==> config.mk <==
export PLATFORM = sky130hd
export DESIGN_NAME = pipe_memory_sequencer_flat
export DESIGN_NICKNAME = d
export VERILOG_FILES = /design/src/rtl/pipe_memory_sequencer_if.sv /design/src/rtl/pipe_memory_sequencer.sv /design/src/flat_wrapper.sv
export SDC_FILE = /design/constraint.sdc
export NUM_CORES = 1
export LEC_CHECK = 0
export ABC_AREA = 1
export CAP_MARGIN = 30
export CORE_MARGIN = 2
export CORE_UTILIZATION = 25
export CTS_CLUSTER_SIZE = 30
export DETAILED_ROUTE_END_ITERATION = 16
export MAX_ROUTING_LAYER = met4
export PLACE_DENSITY = 0.56
export RECOVER_POWER = 100
export SLEW_MARGIN = 20
export SYNTH_ARGS = -nofsm -noshare
export SYNTH_HDL_FRONTEND = slang
export SYNTH_SLANG_ARGS = --single-unit
==> constraint.sdc <==
create_clock -name clk -period 2.3 [get_ports clk]
set_input_delay 0.46 -clock clk [delete_from_list [all_inputs] [get_ports clk]]
set_output_delay 0.46 -clock clk [all_outputs]
set_load 0.02 [all_outputs]
==> src/rtl/pipe_memory_sequencer_if.sv <==
// Pipeline request/response and data-memory bus bundle for the memory sequencer.
// The master modport is the sequencer's view; slave is the pipeline/memory side.
interface pipe_memory_sequencer_if;
  logic        reqValid;
  logic        reqWrite;
  logic [31:0] reqAddress;
  logic [3:0]  reqByteSelect;
  logic [31:0] reqWriteData;
  logic        reqReady;
  logic        pipeStall;
  logic        respValid;
  logic [31:0] loadData;
  logic        accessFault;
  logic        memEnable;
  logic        memWriteEnable;
  logic [3:0]  memByteSelect;
  logic [31:0] memAddress;
  logic [31:0] memDataWrite;
  logic [31:0] memDataRead;
  logic        memBusy;

  modport master (
    input  reqValid, reqWrite, reqAddress, reqByteSelect, reqWriteData,
    input  memDataRead, memBusy,
    output reqReady, pipeStall, respValid, loadData, accessFault,
    output memEnable, memWriteEnable, memByteSelect, memAddress, memDataWrite
  );

  modport slave (
    output reqValid, reqWrite, reqAddress, reqByteSelect, reqWriteData,
    output memDataRead, memBusy,
    input  reqReady, pipeStall, respValid, loadData, accessFault,
    input  memEnable, memWriteEnable, memByteSelect, memAddress, memDataWrite
  );
endinterface

==> src/rtl/pipe_memory_sequencer.sv <==
// Sequences one pipeline load/store at a time onto the single-port data memory bus,
// stalling the pipeline while outstanding and faulting an access that hangs too long.
module pipe_memory_sequencer #(
  parameter int TIMEOUT_CYCLES = 255
) (
  input logic                     clk,
  input logic                     rst,
  pipe_memory_sequencer_if.master bus
);

  localparam int CW = (TIMEOUT_CYCLES > 0) ? $clog2(TIMEOUT_CYCLES + 1) : 1;
  localparam logic [CW-1:0] LAST_COUNT = CW'(TIMEOUT_CYCLES - 1);
  localparam bit TIMEOUT_EN = (TIMEOUT_CYCLES != 0);

  typedef enum logic [1:0] {IDLE, ACCESS, RESP} stateT;

  stateT         stateQ, stateD;
  logic          writeQ;
  logic [31:0]   addrQ;
  logic [3:0]    byteSelQ;
  logic [31:0]   wdataQ;
  logic [CW-1:0] countQ;
  logic          faultQ;
  logic [31:0]   loadQ;

  logic accept;
  logic emptyReq;
  logic complete;
  logic timeoutHit;

  always_comb begin
    stateD     = stateQ;
    accept     = 1'b0;
    emptyReq   = 1'b0;
    complete   = 1'b0;
    timeoutHit = 1'b0;
    case (stateQ)
      IDLE: begin
        if (bus.reqValid) begin
          if (|bus.reqByteSelect) begin
            accept = 1'b1;
            stateD = ACCESS;
          end else begin
            emptyReq = 1'b1;
            stateD   = RESP;
          end
        end
      end
      ACCESS: begin
        // Completion takes priority over a timeout landing on the same cycle.
        if (!bus.memBusy) begin
          complete = 1'b1;
          stateD   = RESP;
        end else if (TIMEOUT_EN && countQ == LAST_COUNT) begin
          timeoutHit = 1'b1;
          stateD     = IDLE;
        end
      end
      RESP:    stateD = IDLE;
      default: stateD = IDLE;
    endcase
  end

  always_ff @(posedge clk) begin
    if (rst) begin
      stateQ   <= IDLE;
      writeQ   <= 1'b0;
      addrQ    <= '0;
      byteSelQ <= '0;
      wdataQ   <= '0;
      countQ   <= '0;
      faultQ   <= 1'b0;
      loadQ    <= '0;
    end else begin
      stateQ <= stateD;
      faultQ <= timeoutHit;
      if (accept) begin
        writeQ   <= bus.reqWrite;
        addrQ    <= bus.reqAddress;
        byteSelQ <= bus.reqByteSelect;
        wdataQ   <= bus.reqWriteData;
        countQ   <= '0;
      end else if (stateQ == ACCESS && bus.memBusy) begin
        countQ <= countQ + CW'(1);
      end
      // Stores and faulted accesses leave the last load result in place.
      if (emptyReq) begin
        loadQ <= '0;
      end else if (complete && !writeQ) begin
        loadQ <= bus.memDataRead;
      end
    end
  end

  logic inAccess;
  assign inAccess = (stateQ == ACCESS);

  assign bus.reqReady       = (stateQ == IDLE);
  assign bus.pipeStall      = inAccess;
  assign bus.respValid      = (stateQ == RESP);
  assign bus.loadData       = loadQ;
  assign bus.accessFault    = faultQ;
  assign bus.memEnable      = inAccess;
  assign bus.memWriteEnable = inAccess & writeQ;
  assign bus.memByteSelect  = inAccess ? byteSelQ : 4'b0000;
  assign bus.memAddress     = inAccess ? addrQ : 32'h0;
  assign bus.memDataWrite   = inAccess ? wdataQ : 32'h0;

endmodule
==> src/flat_wrapper.sv <==
// flat-port wrapper written by rule: the top's interface ports become plain ports
module pipe_memory_sequencer_flat 
#(
  parameter int TIMEOUT_CYCLES = 255
)
  (clk, rst, bus_reqValid, bus_reqWrite, bus_reqAddress, bus_reqByteSelect, bus_reqWriteData, bus_memDataRead, bus_memBusy, bus_reqReady, bus_pipeStall, bus_respValid, bus_loadData, bus_accessFault, bus_memEnable, bus_memWriteEnable, bus_memByteSelect, bus_memAddress, bus_memDataWrite);
  pipe_memory_sequencer_if bus_i ();
  input logic clk;
  input logic rst;
  input wire logic [$bits(bus_i.reqValid)-1:0] bus_reqValid;
  input wire logic [$bits(bus_i.reqWrite)-1:0] bus_reqWrite;
  input wire logic [$bits(bus_i.reqAddress)-1:0] bus_reqAddress;
  input wire logic [$bits(bus_i.reqByteSelect)-1:0] bus_reqByteSelect;
  input wire logic [$bits(bus_i.reqWriteData)-1:0] bus_reqWriteData;
  input wire logic [$bits(bus_i.memDataRead)-1:0] bus_memDataRead;
  input wire logic [$bits(bus_i.memBusy)-1:0] bus_memBusy;
  output wire logic [$bits(bus_i.reqReady)-1:0] bus_reqReady;
  output wire logic [$bits(bus_i.pipeStall)-1:0] bus_pipeStall;
  output wire logic [$bits(bus_i.respValid)-1:0] bus_respValid;
  output wire logic [$bits(bus_i.loadData)-1:0] bus_loadData;
  output wire logic [$bits(bus_i.accessFault)-1:0] bus_accessFault;
  output wire logic [$bits(bus_i.memEnable)-1:0] bus_memEnable;
  output wire logic [$bits(bus_i.memWriteEnable)-1:0] bus_memWriteEnable;
  output wire logic [$bits(bus_i.memByteSelect)-1:0] bus_memByteSelect;
  output wire logic [$bits(bus_i.memAddress)-1:0] bus_memAddress;
  output wire logic [$bits(bus_i.memDataWrite)-1:0] bus_memDataWrite;
  assign bus_i.reqValid = bus_reqValid;
  assign bus_i.reqWrite = bus_reqWrite;
  assign bus_i.reqAddress = bus_reqAddress;
  assign bus_i.reqByteSelect = bus_reqByteSelect;
  assign bus_i.reqWriteData = bus_reqWriteData;
  assign bus_i.memDataRead = bus_memDataRead;
  assign bus_i.memBusy = bus_memBusy;
  assign bus_reqReady = bus_i.reqReady;
  assign bus_pipeStall = bus_i.pipeStall;
  assign bus_respValid = bus_i.respValid;
  assign bus_loadData = bus_i.loadData;
  assign bus_accessFault = bus_i.accessFault;
  assign bus_memEnable = bus_i.memEnable;
  assign bus_memWriteEnable = bus_i.memWriteEnable;
  assign bus_memByteSelect = bus_i.memByteSelect;
  assign bus_memAddress = bus_i.memAddress;
  assign bus_memDataWrite = bus_i.memDataWrite;
  pipe_memory_sequencer #(.TIMEOUT_CYCLES(TIMEOUT_CYCLES)) u_core (.clk(clk), .rst(rst), .bus(bus_i));
endmodule
# --- Word level (Yosys, flattened, before mapping) ---
# Cells that the tools add are included.
op_classes:
  n_addsub: 1
  bitwise: 3
  n_reduce_logical: 9
  mul: 0
  mux: 17
  magnitude_cmp: 0
  eq_ne: 5
  shift: 0
  div: 0
op_table:
  columns: ["op", "count"]
  rows:
  - ["$mux 32", 2]
  - ["$mux 1", 9]
  - ["$add 8x1->8 const B", 1]
  - ["$eq 8x8->1 const B", 1]
  - ["$mux 2", 4]
  - ["$mux 4", 1]
  - ["$pmux 2 s2", 1]
  - ["$reduce_or 2->1", 2]
  - ["$reduce_or 4->1", 1]
  - ["$ne 3x3->1 const B", 1]
  - ["$reduce_or 3->1", 1]
  - ["$eq 2x1->1 const B", 1]
  - ["$eq 2x2->1 const B", 1]
  - ["$logic_and 1x1->1", 2]
  - ["$logic_not 2->1", 1]
  - ["$ne 2x2->1 const B", 1]
  - ["$not 1->1", 2]
  - ["$reduce_and 2->1", 1]
  - ["$and 1x1->1", 1]
  - ["$logic_not 1->1", 1]
word_totals:
  input_bits: 105
  word_cells: 43
  reg_bits: 112
  romBits: 0
  out_inout_bits: 106
  latchBits: 0
  n_memories: 0
  mem_bits_rw: 0

# --- Logic depth before layout (Yosys ltp) ---
# Gate-level depths: netlist (run 1).
logic_depth:
  ltp_word: 5
  depth_mapped: 9
  ltp_nobuf: 8

# --- Worst setup path after synthesis (run 1) ---
# No wires, ideal clock.
synth_timing:
  path_kind: "reg-to-output"
  from: "register u_core.stateQ[1]"
  to: "output port bus_pipeStall"
  required_ns: 1.840
  path_stages_with_launch: 6
  setup_slack_ns: 0.691
  n_path_buf: 2
  arrival_time_ns: 1.149
  cell_sequence: "dfxtp_1 -> inv_2 -> nand2_2 -> clkbuf_1 -> inv_1 -> buf_4"
synth_between:
  elab_chain_cells: 1
synth_rtl:
  columns: ["element", "line_no", "text"]
  rows:
  - ["from (decl)", "pipe_memory_sequencer.sv:17", "stateT stateQ, stateD;"]
  - ["from (signal assigned)", "pipe_memory_sequencer.sv:75", "stateQ <= stateD;"]
  - ["$eq 2x1->1", "pipe_memory_sequencer.sv:96", "assign inAccess = (stateQ == ACCESS);"]
  - ["to (decl)", "flat_wrapper.sv:18", "output wire logic [$bits(bus_i.pipeStall)-1:0] bus_pipeStall;"]
# Every way passes these cells.

# --- Worst setup path after layout (run 1) ---
layout_timing:
  from: "register u_core.stateQ[0]"
  to: "output port bus_memDataWrite[6]"
layout_between:
  elab_chain_cells: 2
layout_rtl:
  columns: ["element", "line_no", "text"]
  rows:
  - ["$eq 2x1->1", "pipe_memory_sequencer.sv:96", null]
  - ["$mux 32", "pipe_memory_sequencer.sv:107", "assign bus.memDataWrite = inAccess ? wdataQ : 32'h0;"]
  - ["to (decl)", "flat_wrapper.sv:26", "output wire logic [$bits(bus_i.memDataWrite)-1:0] bus_memDataWrite;"]
# Every way passes these cells.

==> impl_results.md, run 1 <==
- Status: finished clean
- Largest net degree at the start of global routing: 45
- Nets: 967
- Post-Route Setup TNS: 0 ns
- Clk buf depth: 2
- Avg Synthesized Cell Area: 7.07 um2
- Post-CTS setup buffer count: 0
- Die X-Extent: 141 um
- Synthesized area: 4710 um2
- Sequential area share after synthesis: 0.476
- Area of the multi-input gates: 1780 um2
- Fin Hold WS: 0.452 ns
- Vias in the first global route: 4,173
- Crit-path slowest cell: dfxtp_1
- Final setup fails: 0
- First-pass GRT wire length: 21,400 um
- Yosys warns: 0
- Clk Latency, worst-skew pair: 0.36 ns
- FP Rows: 50
- Rel. slew slack: 0.569
- Layout fillers: 2,022
- Total GRT Usage: 0.138
- Peak VDD IR: 339 uV
- DRT iter0 DRCs: 176
- Final wirelength: 13,700 um
- Die area: 20,000 um2
- Sequential Area: 2240 um2
- CP Data Arrival Time: 1.64 ns
- Synth top area cells: dfxtp_1 48%, inv_1 9.2%, nor2_1 8.6%, a21oi_1 8.2%, nand2_1 6.7%
- Gate Count Post-Synth: 667
- Critical path startpoint category: register
- Commonest register cell after synthesis: dfxtp_1
- Synth area leader: dfxtp_1
- Initial antenna violation count: 0
- Worst-path clk slew: 0.07 ns
- Drt first pass iters: 4
- Post-synthesis sequential element count: 112
- Root Buffer: clkbuf_16
- Period utilization: 0.912
- Post-route ant nets: 0
- Cell family with most CP delay: buffers and inverters
- Hold Crit Class: reg -> reg
- Ys async rst share: 0
- Area Growth Syn to Fin: 52.0%
- Top-level I/O count: 211
- Ant. Diodes: 0
- CTS tree: built
- Max cap viols: 0
- Final Slew Violations: 0
- Via density: 4.23
- TritonCTS Buffers: 9
- Routed length per instance: 12.5 um
- Power Density: 647 nW/um2
- # DRC: 0
- Fraction of layout cells with a size suffix above 1: 0.0451
- GRT overflow: 0
- Synth top area share: 0.476
- Final HPWL from detailed placement: 9700 um
- Die Height: 141 um
- CP endpoint kind: output port
- Clk_skew: 0.00643 ns
- Worst EP required: 1.84 ns
- F_max: 477 MHz
- Pleak: 0.00318 uW
- Post-layout min period: 2.10 ns
- Vias: 4,650
- # port buffers: 210
- RSZ-0062 raised after global routing: no
- Cell Chain, Critical Path: nand2_1 -> buf_4 -> nor2_1 -> dlygate4sd2_1
- Critical Path Fanout Max: 27
- Clock sink count: 112
- Final Hold Vio Count: 0
- Setup CP Type: reg -> out
- Worst-Margin Slew: 0.646 ns
- Total core area: 18,600 um2
- Unique masters post-synth: 26
- Syn_nets: 774
- GP Congestion: 0.778
- Critical Path Max Stage Delay: 0.39 ns
- Worst path bufs/invs: 2
- Htree depth: 3
- Initial Utilization: 0.254
- Post-synth EDFFs: 0
-- tightest hold or removal path, cell delays in order (launching register included) --
cell and delay [ns]:
dfxtp_1 0.30, inv_1 0.06, a21oi_1 0.05
-- registers in the layout, indices dropped and copies added, names as in the netlist --
| register | cells |
|---|---|
| u_core.byteSelQ | 4 |
| u_core.writeQ | 1 |
| u_core.stateQ | 2 |
| u_core.wdataQ | 32 |
| u_core.countQ | 8 |
| u_core.bus.loadData | 32 |
| u_core.bus.accessFault | 1 |
| u_core.addrQ | 32 |
-- per-layer routing --
metal	wire, um	track usage
met5	0	-
met4	246	0.0463
met3	990	0.0402
met2	6020	0.215
met1	6440	0.173
-- cell usage in the layout (no fill, tap or decap) --
master / instances
clkinv_4: 3
a21oi_1: 77
dfxtp_1: 112
clkbuf_1: 18
o31ai_4: 1
nor2_4: 1
o21ai_1: 5
dlygate4sd3_1: 37
clkbuf_2: 4
clkbuf_4: 1
nand3_1: 39
buf_4: 4
ha_1: 2
dlymetal6s2s_1: 1
buf_12: 5
dlygate4sd2_1: 52
nand2_1: 87
and3_1: 1
nor2_1: 108
nand4_1: 1
nor2_2: 1
clkdlybuf4s50_1: 102
or2_2: 1
clkinv_1: 1
bufinv_16: 2
xnor2_1: 1
inv_2: 3
nor3_1: 2
o21ai_0: 65
o22ai_1: 1
clkinv_2: 2
inv_1: 114
nand2_2: 2
clkbuf_16: 9
-- per-stage QoR --
step            util  power [uW]  setup slack [ns]  cells  area, um2
6_report       0.386        4630             0.202   1099       7170
5_1_grt        0.386        4900            0.0575   1099       7170
4_1_cts        0.393        4780          0.000537   1099       7300
3_5_place_dp   0.379        3050             0.281   1083       7050
3_3_place_gp   0.379        3040             0.295   1083       7050
2_1_floorplan      -        2630             0.691    667       4710
-- repair_timing --
| item | 4_1_cts | 5_1_grt |
|---|---|---|
| endpoints found under the setup margin | 52 | 19 |
| hold buffers | 0 | 0 |
| resized for setup | 52 | 19 |
-- cells by family after synthesis --
logic type,after synthesis,share of synthesized area
and+or+nand+nor,243,0.212
buffers and inverters,160,0.145
AOI/OAI and AO/OA,149,0.160
DFF,112,0.476
adders and majority gates,2,0.00531
xor gates and xnor gates,1,0.00186
-- synth_stat cells, types with 2 or more instances --
library cell / count
o21ai_0: 19
nand2_1: 84
ha_1: 2
nand2_2: 5
nor2_1: 108
buf_4: 7
nor3_1: 2
dfxtp_1: 112
inv_2: 2
a21oi_1: 77
buf_6: 6
inv_1: 115
nand3_1: 38
o21ai_1: 51
buf_2: 11
clkbuf_1: 18
-- final cells by class --
cell class                      count  area share
Clock inverter                      7      0.0134
Timing Repair Buffer              224       0.291
Multi-Input combinational cell    395       0.249
Tap cell                          234      0.0409
Clock buffer                        9      0.0314
Inverter                          118      0.0618
Sequential cell                   112       0.313
-- worst paths after layout --
check / from / endpoint / slack (ns) / depth (start not counted)
worst min register to register: u_core.wdataQ[16]$_SDFFE_PP0P_ / u_core.wdataQ[16]$_SDFFE_PP0P_ / 0.45 / 2
worst min-delay path: u_core.wdataQ[16]$_SDFFE_PP0P_ / u_core.wdataQ[16]$_SDFFE_PP0P_ / 0.45 / 2
worst max-delay path: u_core.stateQ[0]$_SDFFE_PP0P_ / bus_memDataWrite[6] / 0.20 / 4
worst max register to register: u_core.stateQ[0]$_SDFFE_PP0P_ / u_core.bus.loadData[5]$_SDFFE_PP0P_ / 0.43 / 8
-- power by group --
| group | total (uW) | switching (uW) | internal (uW) |
|---|---|---|---|
| clock | 1720 | 758 | 958 |
| sequential | 2110 | 35.5 | 2070 |
| combinational | 812 | 453 | 359 |
| total | 4630 | 1250 | 3390 |
No activity file was read; power rests on OpenSTA's default activity.
==> inputs of run 2 (changes only) <==
--- a/config.mk
+++ b/config.mk
@@ -11,6 +11,7 @@
 export CORE_UTILIZATION = 25
 export CTS_CLUSTER_SIZE = 30
 export DETAILED_ROUTE_END_ITERATION = 16
+export GPL_ROUTABILITY_DRIVEN = 0
 export MAX_ROUTING_LAYER = met4
 export PLACE_DENSITY = 0.56
 export RECOVER_POWER = 100
==> results of run 2 <==
Same layout as run 1: the final DEF is identical, and so are final timing and power.
